File: src/rtl/key_pkg.sv
// rtl/key_pkg.sv - shared types and timing constants for the key debouncer
package key_pkg;

    // Per-channel hold tracking: idle, held before long-press, held after long-press.
    typedef enum logic [1:0] {
        IDLE = 2'd0,
        HOLD = 2'd1,
        LONG = 2'd2
    } hold_state_e;

    // Default timing at a 125 MHz system clock.
    localparam int unsigned T_10MS  = 32'd1250000;
    localparam int unsigned T_1S    = 32'd125000000;
    localparam int unsigned T_200MS = 32'd25000000;

    function automatic int unsigned max_u(input int unsigned a, input int unsigned b);
        return (a > b) ? a : b;
    endfunction

endpackage

File: src/rtl/key_debounce_chan.sv
// rtl/key_debounce_chan.sv - one key channel: synchroniser, debounce, hold FSM, event pulses
//   clk_i, rst_i   : clock, asynchronous active-high reset
//   key_i          : raw asynchronous key pin
//   state_o        : debounced level, 1 = pressed
//   press_o        : 1-cycle pulse on accepted press
//   release_o      : 1-cycle pulse on accepted release
//   long_o         : 1-cycle pulse when the hold reaches LONG_CYCLES
//   repeat_o       : 1-cycle pulse every REPEAT_CYCLES after long_o
//   press_next_o   : next-state value of press_o, lets the top register any_press alongside
module key_debounce_chan
    import key_pkg::*;
#(
    parameter int unsigned DEB_CYCLES    = T_10MS,
    parameter int unsigned LONG_CYCLES   = T_1S,
    parameter int unsigned REPEAT_CYCLES = T_200MS,
    parameter int unsigned REPEAT_EN     = 1,
    parameter int unsigned ACTIVE_LOW    = 1
) (
    input  logic clk_i,
    input  logic rst_i,
    input  logic key_i,
    output logic state_o,
    output logic press_o,
    output logic release_o,
    output logic long_o,
    output logic repeat_o,
    output logic press_next_o
);

    localparam int unsigned DEB_W  = $clog2(DEB_CYCLES + 1);
    localparam int unsigned HOLD_W = $clog2(max_u(LONG_CYCLES, REPEAT_CYCLES) + 1);

    localparam logic [DEB_W-1:0]  DEB_LAST  = DEB_W'(DEB_CYCLES - 1);
    localparam logic [HOLD_W-1:0] LONG_LAST = HOLD_W'(LONG_CYCLES - 1);
    localparam logic [HOLD_W-1:0] REP_LAST  = HOLD_W'(REPEAT_CYCLES - 1);
    localparam logic [HOLD_W-1:0] HOLD_MAX  = '1;
    localparam logic              REL_LVL   = (ACTIVE_LOW != 0);

    logic              sync1_q, sync2_q;
    logic [DEB_W-1:0]  deb_cnt_q, deb_cnt_d;
    logic              state_q, state_d;
    logic [HOLD_W-1:0] hold_cnt_q, hold_cnt_d;
    hold_state_e       fsm_q, fsm_d;
    logic              press_q, press_d;
    logic              release_q, release_d;
    logic              long_q, long_d;
    logic              repeat_q, repeat_d;
    logic              lvl;

    // Pin polarity folded away here: lvl is 1 while the key is pressed.
    assign lvl = sync2_q ^ REL_LVL;

    always_comb begin
        deb_cnt_d = '0;
        state_d   = state_q;
        press_d   = 1'b0;
        release_d = 1'b0;
        if (lvl != state_q) begin
            if (deb_cnt_q == DEB_LAST) begin
                state_d   = lvl;
                press_d   = lvl;
                release_d = ~lvl;
            end else begin
                deb_cnt_d = deb_cnt_q + DEB_W'(1);
            end
        end
    end

    // Release wins over every other transition, so no long/repeat in the release cycle.
    always_comb begin
        fsm_d      = fsm_q;
        hold_cnt_d = hold_cnt_q;
        long_d     = 1'b0;
        repeat_d   = 1'b0;
        if (release_d) begin
            fsm_d      = IDLE;
            hold_cnt_d = '0;
        end else begin
            case (fsm_q)
                IDLE: begin
                    hold_cnt_d = '0;
                    if (press_d) begin
                        fsm_d = HOLD;
                    end
                end
                HOLD: begin
                    if (hold_cnt_q == LONG_LAST) begin
                        long_d     = 1'b1;
                        hold_cnt_d = '0;
                        fsm_d      = LONG;
                    end else begin
                        hold_cnt_d = hold_cnt_q + HOLD_W'(1);
                    end
                end
                LONG: begin
                    if (REPEAT_EN != 0) begin
                        if (hold_cnt_q == REP_LAST) begin
                            repeat_d   = 1'b1;
                            hold_cnt_d = '0;
                        end else begin
                            hold_cnt_d = hold_cnt_q + HOLD_W'(1);
                        end
                    end else if (hold_cnt_q != HOLD_MAX) begin
                        hold_cnt_d = hold_cnt_q + HOLD_W'(1);
                    end
                end
                default: begin
                    fsm_d      = IDLE;
                    hold_cnt_d = '0;
                end
            endcase
        end
    end

    always_ff @(posedge clk_i or posedge rst_i) begin
        if (rst_i) begin
            sync1_q    <= REL_LVL;
            sync2_q    <= REL_LVL;
            deb_cnt_q  <= '0;
            state_q    <= 1'b0;
            hold_cnt_q <= '0;
            fsm_q      <= IDLE;
            press_q    <= 1'b0;
            release_q  <= 1'b0;
            long_q     <= 1'b0;
            repeat_q   <= 1'b0;
        end else begin
            sync1_q    <= key_i;
            sync2_q    <= sync1_q;
            deb_cnt_q  <= deb_cnt_d;
            state_q    <= state_d;
            hold_cnt_q <= hold_cnt_d;
            fsm_q      <= fsm_d;
            press_q    <= press_d;
            release_q  <= release_d;
            long_q     <= long_d;
            repeat_q   <= repeat_d;
        end
    end

    assign state_o      = state_q;
    assign press_o      = press_q;
    assign release_o    = release_q;
    assign long_o       = long_q;
    assign repeat_o     = repeat_q;
    assign press_next_o = press_d;

endmodule

File: src/rtl/key_debounce_multi.sv
// rtl/key_debounce_multi.sv - N-channel key debouncer with press/release/long/repeat events
//   clk, rst     : clock, asynchronous active-high reset
//   key_in       : raw asynchronous key pins
//   key_state    : debounced levels, 1 = pressed
//   key_press    : per-key 1-cycle press pulses
//   key_release  : per-key 1-cycle release pulses
//   key_long     : per-key 1-cycle long-press pulses
//   key_repeat   : per-key 1-cycle auto-repeat pulses
//   any_press    : OR of key_press, aligned with key_press
module key_debounce_multi
    import key_pkg::*;
#(
    parameter int unsigned N_KEYS        = 4,
    parameter int unsigned DEB_CYCLES    = T_10MS,
    parameter int unsigned LONG_CYCLES   = T_1S,
    parameter int unsigned REPEAT_CYCLES = T_200MS,
    parameter int unsigned REPEAT_EN     = 1,
    parameter int unsigned ACTIVE_LOW    = 1
) (
    input  logic              clk,
    input  logic              rst,
    input  logic [N_KEYS-1:0] key_in,
    output logic [N_KEYS-1:0] key_state,
    output logic [N_KEYS-1:0] key_press,
    output logic [N_KEYS-1:0] key_release,
    output logic [N_KEYS-1:0] key_long,
    output logic [N_KEYS-1:0] key_repeat,
    output logic              any_press
);

    if (N_KEYS < 1 || DEB_CYCLES < 2 || LONG_CYCLES < 2 || REPEAT_CYCLES < 2) begin : g_bad_params
        $fatal(1, "key_debounce_multi: N_KEYS >= 1 and all cycle counts >= 2 required");
    end

    logic [N_KEYS-1:0] press_next;
    logic              any_press_q;

    for (genvar k = 0; k < N_KEYS; k++) begin : g_chan
        key_debounce_chan #(
            .DEB_CYCLES    (DEB_CYCLES),
            .LONG_CYCLES   (LONG_CYCLES),
            .REPEAT_CYCLES (REPEAT_CYCLES),
            .REPEAT_EN     (REPEAT_EN),
            .ACTIVE_LOW    (ACTIVE_LOW)
        ) u_chan (
            .clk_i        (clk),
            .rst_i        (rst),
            .key_i        (key_in[k]),
            .state_o      (key_state[k]),
            .press_o      (key_press[k]),
            .release_o    (key_release[k]),
            .long_o       (key_long[k]),
            .repeat_o     (key_repeat[k]),
            .press_next_o (press_next[k])
        );
    end

    // Registered from the channels' next-press terms so it lands on the key_press edge.
    always_ff @(posedge clk or posedge rst) begin
        if (rst) begin
            any_press_q <= 1'b0;
        end else begin
            any_press_q <= |press_next;
        end
    end

    assign any_press = any_press_q;

endmodule

File: config.mk
export PLATFORM = sky130hd
export DESIGN_NAME = key_debounce_multi
export DESIGN_NICKNAME = d
export VERILOG_FILES = /design/src/rtl/key_pkg.sv /design/src/rtl/key_debounce_chan.sv /design/src/rtl/key_debounce_multi.sv
export SDC_FILE = /design/constraint.sdc
export NUM_CORES = 1
export LEC_CHECK = 0
export CELL_PAD_IN_SITES_DETAIL_PLACEMENT = 0
export CELL_PAD_IN_SITES_GLOBAL_PLACEMENT = 1
export CORE_AREA = 5 5 167 169
export DETAILED_ROUTE_END_ITERATION = 16
export DIE_AREA = 0 0 172 174
export MAX_ROUTING_LAYER = met4
export PLACE_DENSITY = 0.78
export SLEW_MARGIN = 20
export SYNTH_ARGS = -nofsm -noshare
export SYNTH_HDL_FRONTEND = slang
export SYNTH_SLANG_ARGS = --single-unit
export TNS_END_PERCENT = 5
File: constraint.sdc
create_clock -name clk -period 10.42 [get_ports clk]
set_clock_uncertainty 0.1 [all_clocks]
set_input_delay 3.126 -clock clk [delete_from_list [all_inputs] [get_ports clk]]
set_output_delay 3.126 -clock clk [all_outputs]
set_load 0.03 [all_outputs]
# Yosys cells after proc, flatten, opt, wreduce, memory -nomap -nowiden
# Index checks and enable logic that the tools add are counted.
word_totals:
  regBits: 229
  in_bits: 6
  output_inout_bits: 21
  wordCells: 182
op_classes:
  n_addsub: 8
  eq_ne: 36
  n_mux: 80
  bitwise_logic: 4
  n_reduce_logical: 13
ops:
  columns: ["operator", "n"]
  rows:
  - ["$mux 27", 12]
  - ["$pmux 27 s2", 4]
  - ["$mux 21", 8]
  - ["$add 27x1->27 const B", 4]
  - ["$eq 27x25->1 const B", 4]
  - ["$eq 27x27->1 const B", 4]
  - ["$add 21x1->21 const B", 4]
  - ["$eq 21x21->1 const B", 4]
  - ["$mux 1", 40]
  - ["$mux 2", 12]
  - ["$ne 3x1->1 const B", 8]
  - ["$pmux 2 s3", 4]
  - ["$reduce_and 3->1", 4]
  - ["$eq 2x1->1 const B", 4]
  - ["$eq 2x2->1 const B", 4]
  - ["$logic_not 2->1", 4]
  - ["$ne 2x1->1 const B", 4]
  - ["$reduce_and 2->1", 4]
  - ["$ne 1x1->1", 4]
  - ["$not 1->1", 4]
  - ["$reduce_or 4->1", 1]

# Depth between registers and ports, before layout
# Gate-level depths: netlist (run 1).
logic_depth:
  ltp_word: 6
  mapped_depth: 9
  depth_no_buf: 6

# Hierarchy
# Synthesis (run 1) repeated with hierarchy kept, for this count alone.
unflattened:
  cells_unflattened: 1180
  area_unflattened_um2: 11522.3
by_module_without_submodules:
  columns: ["mod", "n_inst", "cells_each", "area_per_inst_um2", "seq_area_each_um2"]
  rows:
  - ["key_debounce_chan (g_chan[0].u_chan ...)", 3, 292, 2865.2, 1428.9]
  - ["key_debounce_chan (g_chan[3].u_chan)", 1, 301, 2890.3, 1428.9]
  - ["key_debounce_multi", 1, 3, 36.3, 25.0]

# Worst setup path after synthesis (run 1)
# No wires, ideal clock.
synth_timing:
  path_type: "register to output"
  from: "reg g_chan[1].u_chan.state_q"
  to: "out key_state[1]"
  arrival_ps: 599
  t_required_ps: 7194
  slack_ps: 6595
  stages_incl_launch_ff: 2
  n_path_buf: 1
  cell_sequence: "dfrtp_1 buf_4"
synth_rtl:
  columns: ["item", "line", "source"]
  rows:
  - ["start: declaration", "key_debounce_chan.sv:41", "logic state_q, state_d;"]
  - ["start signal: assignment", "key_debounce_chan.sv:131", "state_q <= state_d;"]
  - ["end: declaration", "key_debounce_multi.sv:23", "output logic [N_KEYS-1:0] key_state,"]
# No word-level cell between the ends.

# Worst setup path after layout (run 1)
layout_timing:
  from: "reg g_chan[1].u_chan.state_q"
  to: "out key_state[1]"
# No word-level cell between the ends.

==> results of run 1 <==
==> layout by cell type (no fill, tap or decap), drive strengths merged, types with 6 or more instances in the layout <==
| cell | Yosys | final |
|---|---|---|
| a21oi | 6 | 6 |
| and2 | 13 | 13 |
| and3 | 27 | 27 |
| and4 | 12 | 12 |
| clkbuf | 27 | 32 |
| clkdlybuf4s50 | 0 | 26 |
| clkinv | 0 | 7 |
| dfrtp | 221 | 221 |
| dfstp | 8 | 8 |
| ha | 24 | 24 |
| inv | 51 | 51 |
| nand2 | 83 | 83 |
| nand3 | 68 | 68 |
| nand4 | 48 | 48 |
| nand4b | 6 | 6 |
| nor2 | 209 | 209 |
| nor3 | 75 | 75 |
| nor4 | 35 | 35 |
| nor4b | 7 | 7 |
| o21ai | 7 | 7 |
| or3 | 11 | 11 |
| or3b | 6 | 6 |
| or4 | 14 | 14 |
| or4b | 8 | 8 |
| xnor2 | 102 | 102 |
| xor2 | 72 | 72 |
==> area by class of cell <==
class                   count  area, sq um
clock buffers              32          704
clock inverters            14          178
fillers                  2471        13500
inverters                  51          199
multi-input cells         871         5370
flip-flops and latches    229         5740
well taps                 341          427
repair buffers             31          298
==> per-layer routing <==
| layer | part of all wire | wire, um | up-vias |
|---|---|---|---|
| met5 | 0 | 0 | - |
| met4 | 0.015 | 337 | 0 |
| met3 | 0.028 | 612 | 28 |
| met2 | 0.48 | 10700 | 55 |
| met1 | 0.48 | 10600 | 3963 |
| li1 | - | - | 4127 |
==> stage by stage <==
stage / hold slack [ns] / power (mW) / instances / utilization
2_1_floorplan: 0.245 / 0.940 / 1201 / -
3_3_place_gp: 0.247 / 0.951 / 1523 / 0.454
3_5_place_dp: 0.247 / 0.951 / 1523 / 0.455
4_1_cts: 0.256 / 1.90 / 1569 / 0.489
5_1_grt: 0.257 / 1.94 / 1569 / 0.489
6_report: 0.255 / 1.87 / 1569 / 0.489
==> how the worst max path moves through the flow <==
stage,from,endpoint,depth (start not counted)
2_1_floorplan,rst,any_press,1
3_3_place_gp,rst,g_chan[3].u_chan.state_o,3
5_1_grt,g_chan[1].u_chan.state_o,key_state[1],1
4_1_cts,g_chan[1].u_chan.state_o,key_state[1],1
3_5_place_dp,rst,g_chan[3].u_chan.deb_cnt_q[18],3
6_report,g_chan[1].u_chan.state_o,key_state[1],1
==> flip-flops by register name, summed over array words and instances, names as in the netlist <==
signal                    flops
g_chan.u_chan.state_o         4
g_chan.u_chan.repeat_o        4
g_chan.u_chan.press_o         4
g_chan.u_chan.deb_cnt_q      84
g_chan.u_chan.sync1_q         4
g_chan.u_chan.hold_cnt_q    108
g_chan.u_chan.release_o       4
g_chan.u_chan.fsm_q           8
g_chan.u_chan.sync2_q         4
any_press                     1
g_chan.u_chan.long_o          4
==> logic make-up (layout without fill, tap and decap cells) <==
group	count (synthesis)	after routing	share of synthesized area
AO/OA/AOI/OAI	34	34	0.0221
AND/OR/NAND/NOR	635	635	0.279
buffers and inverters	101	128	0.0401
flip-flops	229	229	0.497
adder cells (fa/ha/maj)	24	24	0.0260
multiplexers	4	4	0.00347
XOR/XNOR	174	174	0.132
==> power groups by stage <==
stage,registers (mW),logic [mW],clock network [mW]
floorplan,0.916,0.0237,0
global route,0.901,0.0394,1.00
detailed placement,0.916,0.0348,0
global placement,0.916,0.0346,0
CTS,0.900,0.0350,0.966
finish,0.901,0.0330,0.935
==> flow_summary.json, run 1 <==
{
  "status": "completed",
  "wire_per_inst_um": 14.2,
  "drt_iter0_drc": 543,
  "place_area_sq_mm": 0.0120,
  "crit_fanout": 7,
  "die_w_um": 172,
  "setup_viol": 0,
  "synthTopCellsByCount": "221 x dfrtp_1, 209 x nor2_1, 102 x xnor2_1",
  "grt_use_total": 0.155,
  "final_cell_area_sq_mm": 0.0129,
  "core_sq_mm": 0.0264,
  "met2_usage": 0.246,
  "critPathLaunchType": "flop",
  "yosysTopAreaCellShare": 0.479,
  "slowest_delay_ns": 0.73,
  "grt_max_degree": 97,
  "clockBufferDepth": 3,
  "finalCritPeriodShare": 0.476,
  "cts_tree": "yes",
  "drt_first_pass_iters": 5,
  "place_congestion": 0.797,
  "clkLatencyLatePin_ns": 0.52,
  "drtAntennaViolNets": 0,
  "synth_area_leader_cell": "dfrtp_1",
  "grtUsageMet1": 0.212,
  "p_int_mw": 1.48,
  "finalWirelength_um": 22200,
  "cts.clk_slew.worst_paths_ns": 0.06,
  "post_cts_resized": 0,
  "synth_top_flop_cell": "dfrtp_1",
  "root_buffer": "clkbuf_16",
  "met3_usage": 0.0218,
  "drv_cap": 0,
  "p_sw_uw": 388,
  "vias": 8173,
  "io_buffers": 26,
  "dp_slack_ns": 5.22,
  "yosys_warnings": 0,
  "synth_most_common_cell": "dfrtp_1",
  "crit_required_ns": 7.19,
  "combPwrFrac": 0.018,
  "dp_hpwl_um": 14600,
  "ys_seq_area_frac": 0.497,
  "ys_ff_latch": 229,
  "layout_min_cycle_time_ns": 4.96,
  "ctsHoldBuffers": 0,
  "end_kind": "output port",
  "htreeDepth": 1,
  "io_pins": 27,
  "synth.cell_area_sq_mm": 0.0115,
  "drc": 0,
  "globalRouteOverflowTotal": 0,
  "synth_cell_types": 49,
  "synth_area_leaders": "dfrtp_1 48%, xnor2_1 7.7%, nor2_1 6.8%",
  "via_per_inst": 5.21,
  "maxSlewViolCount": 0,
  "cts_sinks": 229,
  "power_frac_seq": 0.482,
  "grt_pass1_wl_um": 38800,
  "rr_endpoint": "g_chan[0].u_chan.hold_cnt_q[9]",
  "cts_setup_buffers": 0,
  "die_y_um": 174,
  "syn_inst": 1201,
  "crit_buf_inv": 1,
  "cts_buffers": 26,
  "grt_most_used_layer": "met2",
  "setup_ws_ns": 5.46,
  "syn_to_final_growth_pct": 11.9,
  "synth_edf_count": 0,
  "rsz0062_at_grt": "no",
  "clkPwrFrac": 0.500,
  "crit_type": "flop to output port",
  "synth_fp_nets": 1231,
  "antenna_cells": 0,
  "reg2reg_slack_ns": 7.40,
  "r2r_start": "g_chan[0].u_chan.hold_cnt_q[9]",
  "syn_area_per_cell_sq_um": 9.61,
  "num_rows": 60,
  "dieArea_sq_mm": 0.0299,
  "max_slew.worst_pin.slew_ns": 0.933,
  "hold_end": "g_chan[2].u_chan.sync2_q",
  "p_per_area_mw_per_mm2": 145,
  "crit_chain": "clkdlybuf4s50_1",
  "p_sw_frac": 0.208,
  "antenna_found_initial": 0,
  "crit_arrival_ns": 1.73,
  "drive_above_1_share": 0.0627,
  "hp-start": "g_chan[2].u_chan.sync1_q",
  "hold_violations": 0,
  "initial_utilization": 0.437,
  "relSlewSlack": 0.372,
  "p_leak_nw": 5.00,
  "slowest_stage": "clkdlybuf4s50_1",
  "worst-r2r-cell-count": 5,
  "first_global_vias": 8029,
  "holdPathStages": 0,
  "critical_path.top_delay_family": "buffers and inverters",
  "async_reset_ff_frac": 1.00,
  "nets": 1240,
  "tns_ns": 0,
  "hp-class": "flop to flop",
  "fmax_mhz": 202,
  "power.ir.vdd_worst_uv": 136
}
(Power assumes the default switching activity.)
==> run 2: changes to the inputs <==
==> constraint.sdc (replaced) <==
create_clock -name clk -period 4.7 [get_ports clk]
set_clock_uncertainty 0.1 [all_clocks]
set_input_delay 1.41 -clock clk [delete_from_list [all_inputs] [get_ports clk]]
set_output_delay 1.41 -clock clk [all_outputs]
set_load 0.03 [all_outputs]
==> flow_summary.json, run 2 (synthesis gave the netlist of run 1 again) <==
{
  "globalRouteOverflowTotal": 0,
  "syn_to_final_growth_pct": 13.5,
  "die_y_um": 174,
  "status": "completed",
  "crit_chain": "clkdlybuf4s50_1",
  "post_cts_resized": 0,
  "p_leak_nw": 5.10,
  "setup_viol": 0,
  "fillerInstances": 2473,
  "total_power_mw": 4.35,
  "root_buffer": "clkbuf_16",
  "hp-class": "flop to flop",
  "crit_buf_inv": 1,
  "slowest_delay_ns": 0.73,
  "layout_min_cycle_time_ns": 3.23,
  "cts_buffers": 27,
  "nets": 1246,
  "drv_cap": 0,
  "cts_setup_buffers": 0,
  "wire_per_inst_um": 14.2,
  "fmax_mhz": 309,
  "clockBufferDepth": 3,
  "crit_type": "flop to output port",
  "stdcell_count": 1577,
  "drtAntennaViolNets": 0,
  "critPathLaunchType": "flop",
  "hold_violations": 0,
  "grt_max_degree": 49,
  "place_congestion": 0.799,
  "tns_ns": 0,
  "vias": 8247,
  "final_cell_mix": "221 x dfrtp_1, 209 x nor2_1, 102 x xnor2_1",
  "grt_use_total": 0.160,
  "end_kind": "output port",
  "critical_path.top_delay_family": "buffers and inverters",
  "clkLatencyLatePin_ns": 0.54,
  "maxSlewViolCount": 0,
  "num_rows": 60,
  "drt_first_pass_iters": 5,
  "antenna_found_initial": 0,
  "regMostFlops": "g_chan.u_chan.hold_cnt_q",
  "crit_arrival_ns": 1.72,
  "regArea_sq_mm": 0.00574,
  "dp_cells": 1528,
  "dieArea_sq_mm": 0.0299,
  "relSlewSlack": 0.316,
  "final_common_cell": "dfrtp_1",
  "top_regs": "g_chan.u_chan.hold_cnt_q x108, g_chan.u_chan.deb_cnt_q x84, g_chan.u_chan.fsm_q x8",
  "io_pins": 27,
  "first_global_vias": 8259,
  "rsz0062_at_grt": "no",
  "finalCritPeriodShare": 0.688,
  "dp_hpwl_um": 15000,
  "drc": 0,
  "drt_iter0_drc": 547,
  "core_sq_mm": 0.0264,
  "ctsHoldBuffers": 0,
  "largest_reg_flops": 108,
  "crit_fanout": 7,
  "finalWirelength_um": 22400,
  "via_per_inst": 5.23,
  "cts_tree": "yes",
  "multi_input_area_sq_mm": 0.00536,
  "cts.clk_slew.worst_paths_ns": 0.06,
  "die_w_um": 172,
  "drive_above_1_share": 0.0704,
  "grt_pass1_wl_um": 40000,
  "antenna_cells": 0,
  "slowest_stage": "clkdlybuf4s50_1",
  "power.ir.vdd_worst_uv": 353,
  "max_slew.worst_pin.slew_ns": 1.02,
  "io_buffers": 26,
  "htreeDepth": 1,
  "p_per_area_mw_per_mm2": 332,
  "crit_required_ns": 3.19,
  "initial_utilization": 0.437,
  "cts_sinks": 229
}
-- run 2: cell types whose count changed in the layout (fill, tap and decap cells not counted), sizes merged --
cell and delta:
buf +5, bufinv +2, clkinv +1
-- run 2: metal layers --
layer / GRT usage / vias up / wire length [um]
met5: - / - / 0
li1: - / 4146 / -
met3: 0.0257 / 36 / 732
met2: 0.246 / 75 / 10400
met1: 0.222 / 3990 / 10800
met4: 0.0449 / 0 / 539
-- run 2: cell type report --
class / count / area share
Tap cell: 341 / 0.0326
Multi-Input combinational cell: 871 / 0.409
Sequential cell: 229 / 0.438
Clock buffer: 32 / 0.0561
Inverter: 51 / 0.0149
Timing Repair Buffer: 36 / 0.0304
Clock inverter: 17 / 0.0189
-- run 2: where the power goes --
group	internal (mW)	leakage, nW	switching, mW	total [mW]
Sequential	1.99	3.16	0.0101	2.00
Combinational	0.0233	1.45	0.0594	0.0827
Clock	1.44	0.484	0.825	2.27
Total	3.45	5.10	0.895	4.35
-- run 2: worst paths after layout --
path | start | endpoint | slack [ns] | cells past startpoint
max | g_chan[1].u_chan.state_o | key_state[1] | 1.47 | 1
min | g_chan[2].u_chan.sync1_q | g_chan[2].u_chan.sync2_q | 0.26 | 0
max reg2reg | g_chan[0].u_chan.hold_cnt_q[9] | g_chan[0].u_chan.hold_cnt_q[26] | 1.70 | 5
min reg2reg | g_chan[2].u_chan.sync1_q | g_chan[2].u_chan.sync2_q | 0.26 | 0
max in group asynchronous | rst | g_chan[1].u_chan.sync1_q | 2.45 | 3
min in group asynchronous | rst | g_chan[1].u_chan.deb_cnt_q[0] | 1.28 | 2
-- run 2: metrics by stage --
stage / worst slack (ns) / hold slack (ns) / util / cell area (sq um)
after floorplan: 0.203 / 0.245 / - / 11500
after global placement: 1.67 / 0.246 / 0.458 / 12100
after detailed placement: 1.59 / 0.247 / 0.458 / 12100
after CTS: 1.43 / 0.256 / 0.495 / 13100
after global routing: 1.38 / 0.258 / 0.496 / 13100
final: 1.47 / 0.255 / 0.496 / 13100
==> run 3: changes to the inputs <==
==> constraint.sdc (replaced) <==
create_clock -name clk -period 3 [get_ports clk]
set_clock_uncertainty 0.1 [all_clocks]
set_input_delay 0.9 -clock clk [delete_from_list [all_inputs] [get_ports clk]]
set_output_delay 0.9 -clock clk [all_outputs]
set_load 0.03 [all_outputs]
==> flow_summary.json, run 3 (synthesis gave the netlist of run 1 again) <==
{
  "status": "completed",
  "final_common_cell": "dfrtp_1",
  "root_buffer": "clkbuf_16",
  "worst-r2r-cell-count": 6,
  "maxSlewViolCount": 0,
  "initial_utilization": 0.437,
  "io_buffers": 26,
  "grt_pass1_wl_um": 39900,
  "place_congestion": 0.830,
  "fmax_mhz": 363,
  "dieArea_sq_mm": 0.0299,
  "power_frac_seq": 0.500,
  "critical_path.top_delay_family": "buffers and inverters",
  "slowest_stage": "clkdlybuf4s50_1",
  "setup_ws_ns": 0.246,
  "clkLatencyLatePin_ns": 0.52,
  "rr_endpoint": "g_chan[0].u_chan.hold_cnt_q[14]",
  "dp_slack_ns": 0.289,
  "drt_first_pass_iters": 4,
  "regMostFlops": "g_chan.u_chan.hold_cnt_q",
  "end_kind": "output port",
  "hold_violations": 0,
  "crit_cells": 1,
  "cts.clk_slew.worst_paths_ns": 0.06,
  "p_sw_frac": 0.211,
  "antenna_found_initial": 0,
  "setup_viol": 0,
  "dp_cells": 1540,
  "rsz0062_at_grt": "no",
  "wire_per_inst_um": 14.1,
  "cts_setup_buffers": 0,
  "reg2reg_slack_ns": 0.27,
  "via_per_inst": 5.22,
  "stdcell_count": 1588,
  "htreeDepth": 1,
  "cts_tree": "yes",
  "cts_sinks": 229,
  "drc": 0,
  "max_slew.worst_pin.slew_ns": 0.695,
  "cts_buffers": 26,
  "ctsHoldBuffers": 0,
  "core_sq_mm": 0.0264,
  "crit_required_ns": 2.00,
  "drtAntennaViolNets": 0,
  "io_pins": 27,
  "relSlewSlack": 0.533,
  "p_sw_mw": 1.32,
  "crit_arrival_ns": 1.75,
  "antenna_cells": 0,
  "post-route-util": 0.491,
  "p_leak_nw": 5.07,
  "num_rows": 60,
  "syn_to_final_growth_pct": 12.5,
  "power.ir.vdd_worst_uv": 359,
  "drive_above_1_share": 0.0714,
  "crit_start": "g_chan[1].u_chan.state_o",
  "die_w_um": 172,
  "hp-class": "flop to flop",
  "crit_buf_inv": 1,
  "drt_iter0_drc": 500,
  "combPwrFrac": 0.020,
  "dp_hpwl_um": 15200,
  "p_per_area_mw_per_mm2": 482,
  "crit_type": "flop to output port",
  "die_y_um": 174,
  "whs_ns": 0.256,
  "grt_use_total": 0.158,
  "first_global_vias": 8277,
  "globalRouteOverflowTotal": 0,
  "vias": 8294,
  "largest_reg_flops": 108,
  "place_area_sq_mm": 0.0122,
  "drv_cap": 0,
  "finalCritPeriodShare": 0.918,
  "fillerInstances": 2474,
  "grt_max_degree": 96,
  "finalWirelength_um": 22500,
  "crit_fanout": 7,
  "final_cell_area_sq_mm": 0.0130,
  "critPathLaunchType": "flop",
  "layout_min_cycle_time_ns": 2.75,
  "slowest_delay_ns": 0.74,
  "top_regs": "g_chan.u_chan.hold_cnt_q x108, g_chan.u_chan.deb_cnt_q x84, g_chan.u_chan.fsm_q x8",
  "post_cts_resized": 0,
  "clockBufferDepth": 3,
  "total_power_mw": 6.26,
  "crit_chain": "clkdlybuf4s50_1",
  "critPathCapture": "key_state[1]",
  "clkPwrFrac": 0.480,
  "r2r_start": "g_chan[0].u_chan.hold_cnt_q[9]",
  "final_cell_mix": "221 x dfrtp_1, 209 x nor2_1, 102 x xnor2_1",
  "p_int_mw": 4.94,
  "nets": 1257,
  "tns_ns": 0
}
[run 3: changes by cell type in the layout (fill, tap and decap cells not counted), moves of 2 or more]
cell	before	now
buf_12	5	3
clkbuf_8	4	6
bufinv_16	6	0
buf_4	5	19
clkinvlp_4	3	1
clkbuf_1	1	9
[run 3: how the worst min path moves through the flow]
stage	from	endpoint	slack [ns]	cells past startpoint
2_1_floorplan	g_chan[0].u_chan.sync1_q	g_chan[0].u_chan.sync2_q	0.25	0
3_3_place_gp	g_chan[2].u_chan.sync1_q	g_chan[2].u_chan.sync2_q	0.25	0
3_5_place_dp	g_chan[0].u_chan.sync1_q	g_chan[0].u_chan.sync2_q	0.25	0
4_1_cts	g_chan[0].u_chan.sync1_q	g_chan[0].u_chan.sync2_q	0.26	0
5_1_grt	g_chan[3].u_chan.sync1_q	g_chan[3].u_chan.sync2_q	0.26	0
6_report	g_chan[3].u_chan.sync1_q	g_chan[3].u_chan.sync2_q	0.26	0
[run 3: layout make-up]
cell class	instances	area, sq um	area share
clock buffers	42	792	0.0610
clock inverters	6	30.0	0.00231
inverters	51	195	0.0150
multi-input cells	871	5340	0.411
flip-flops and latches	229	5740	0.442
well taps	341	427	0.0329
repair buffers	48	463	0.0357
[run 3: metal layers]
metal  wire [um]  vias to the layer above  share of wire  GRT usage
li1            -                     4148              -          -
met1       10900                     4033           0.49      0.217
met2       10500                       78           0.47      0.251
met3         665                       35          0.030     0.0225
met4         410                        0          0.018     0.0354
met5           0                        -              0          -
[run 3: power groups by stage]
stage / Sequential, mW / Clock (mW) / Combinational (mW)
4_1_cts: 3.13 / 3.11 / 0.132
5_1_grt: 3.13 / 3.25 / 0.148
3_3_place_gp: 3.18 / 0 / 0.132
3_5_place_dp: 3.18 / 0 / 0.132
6_report: 3.13 / 3.01 / 0.125
2_1_floorplan: 3.18 / 0 / 0.0830
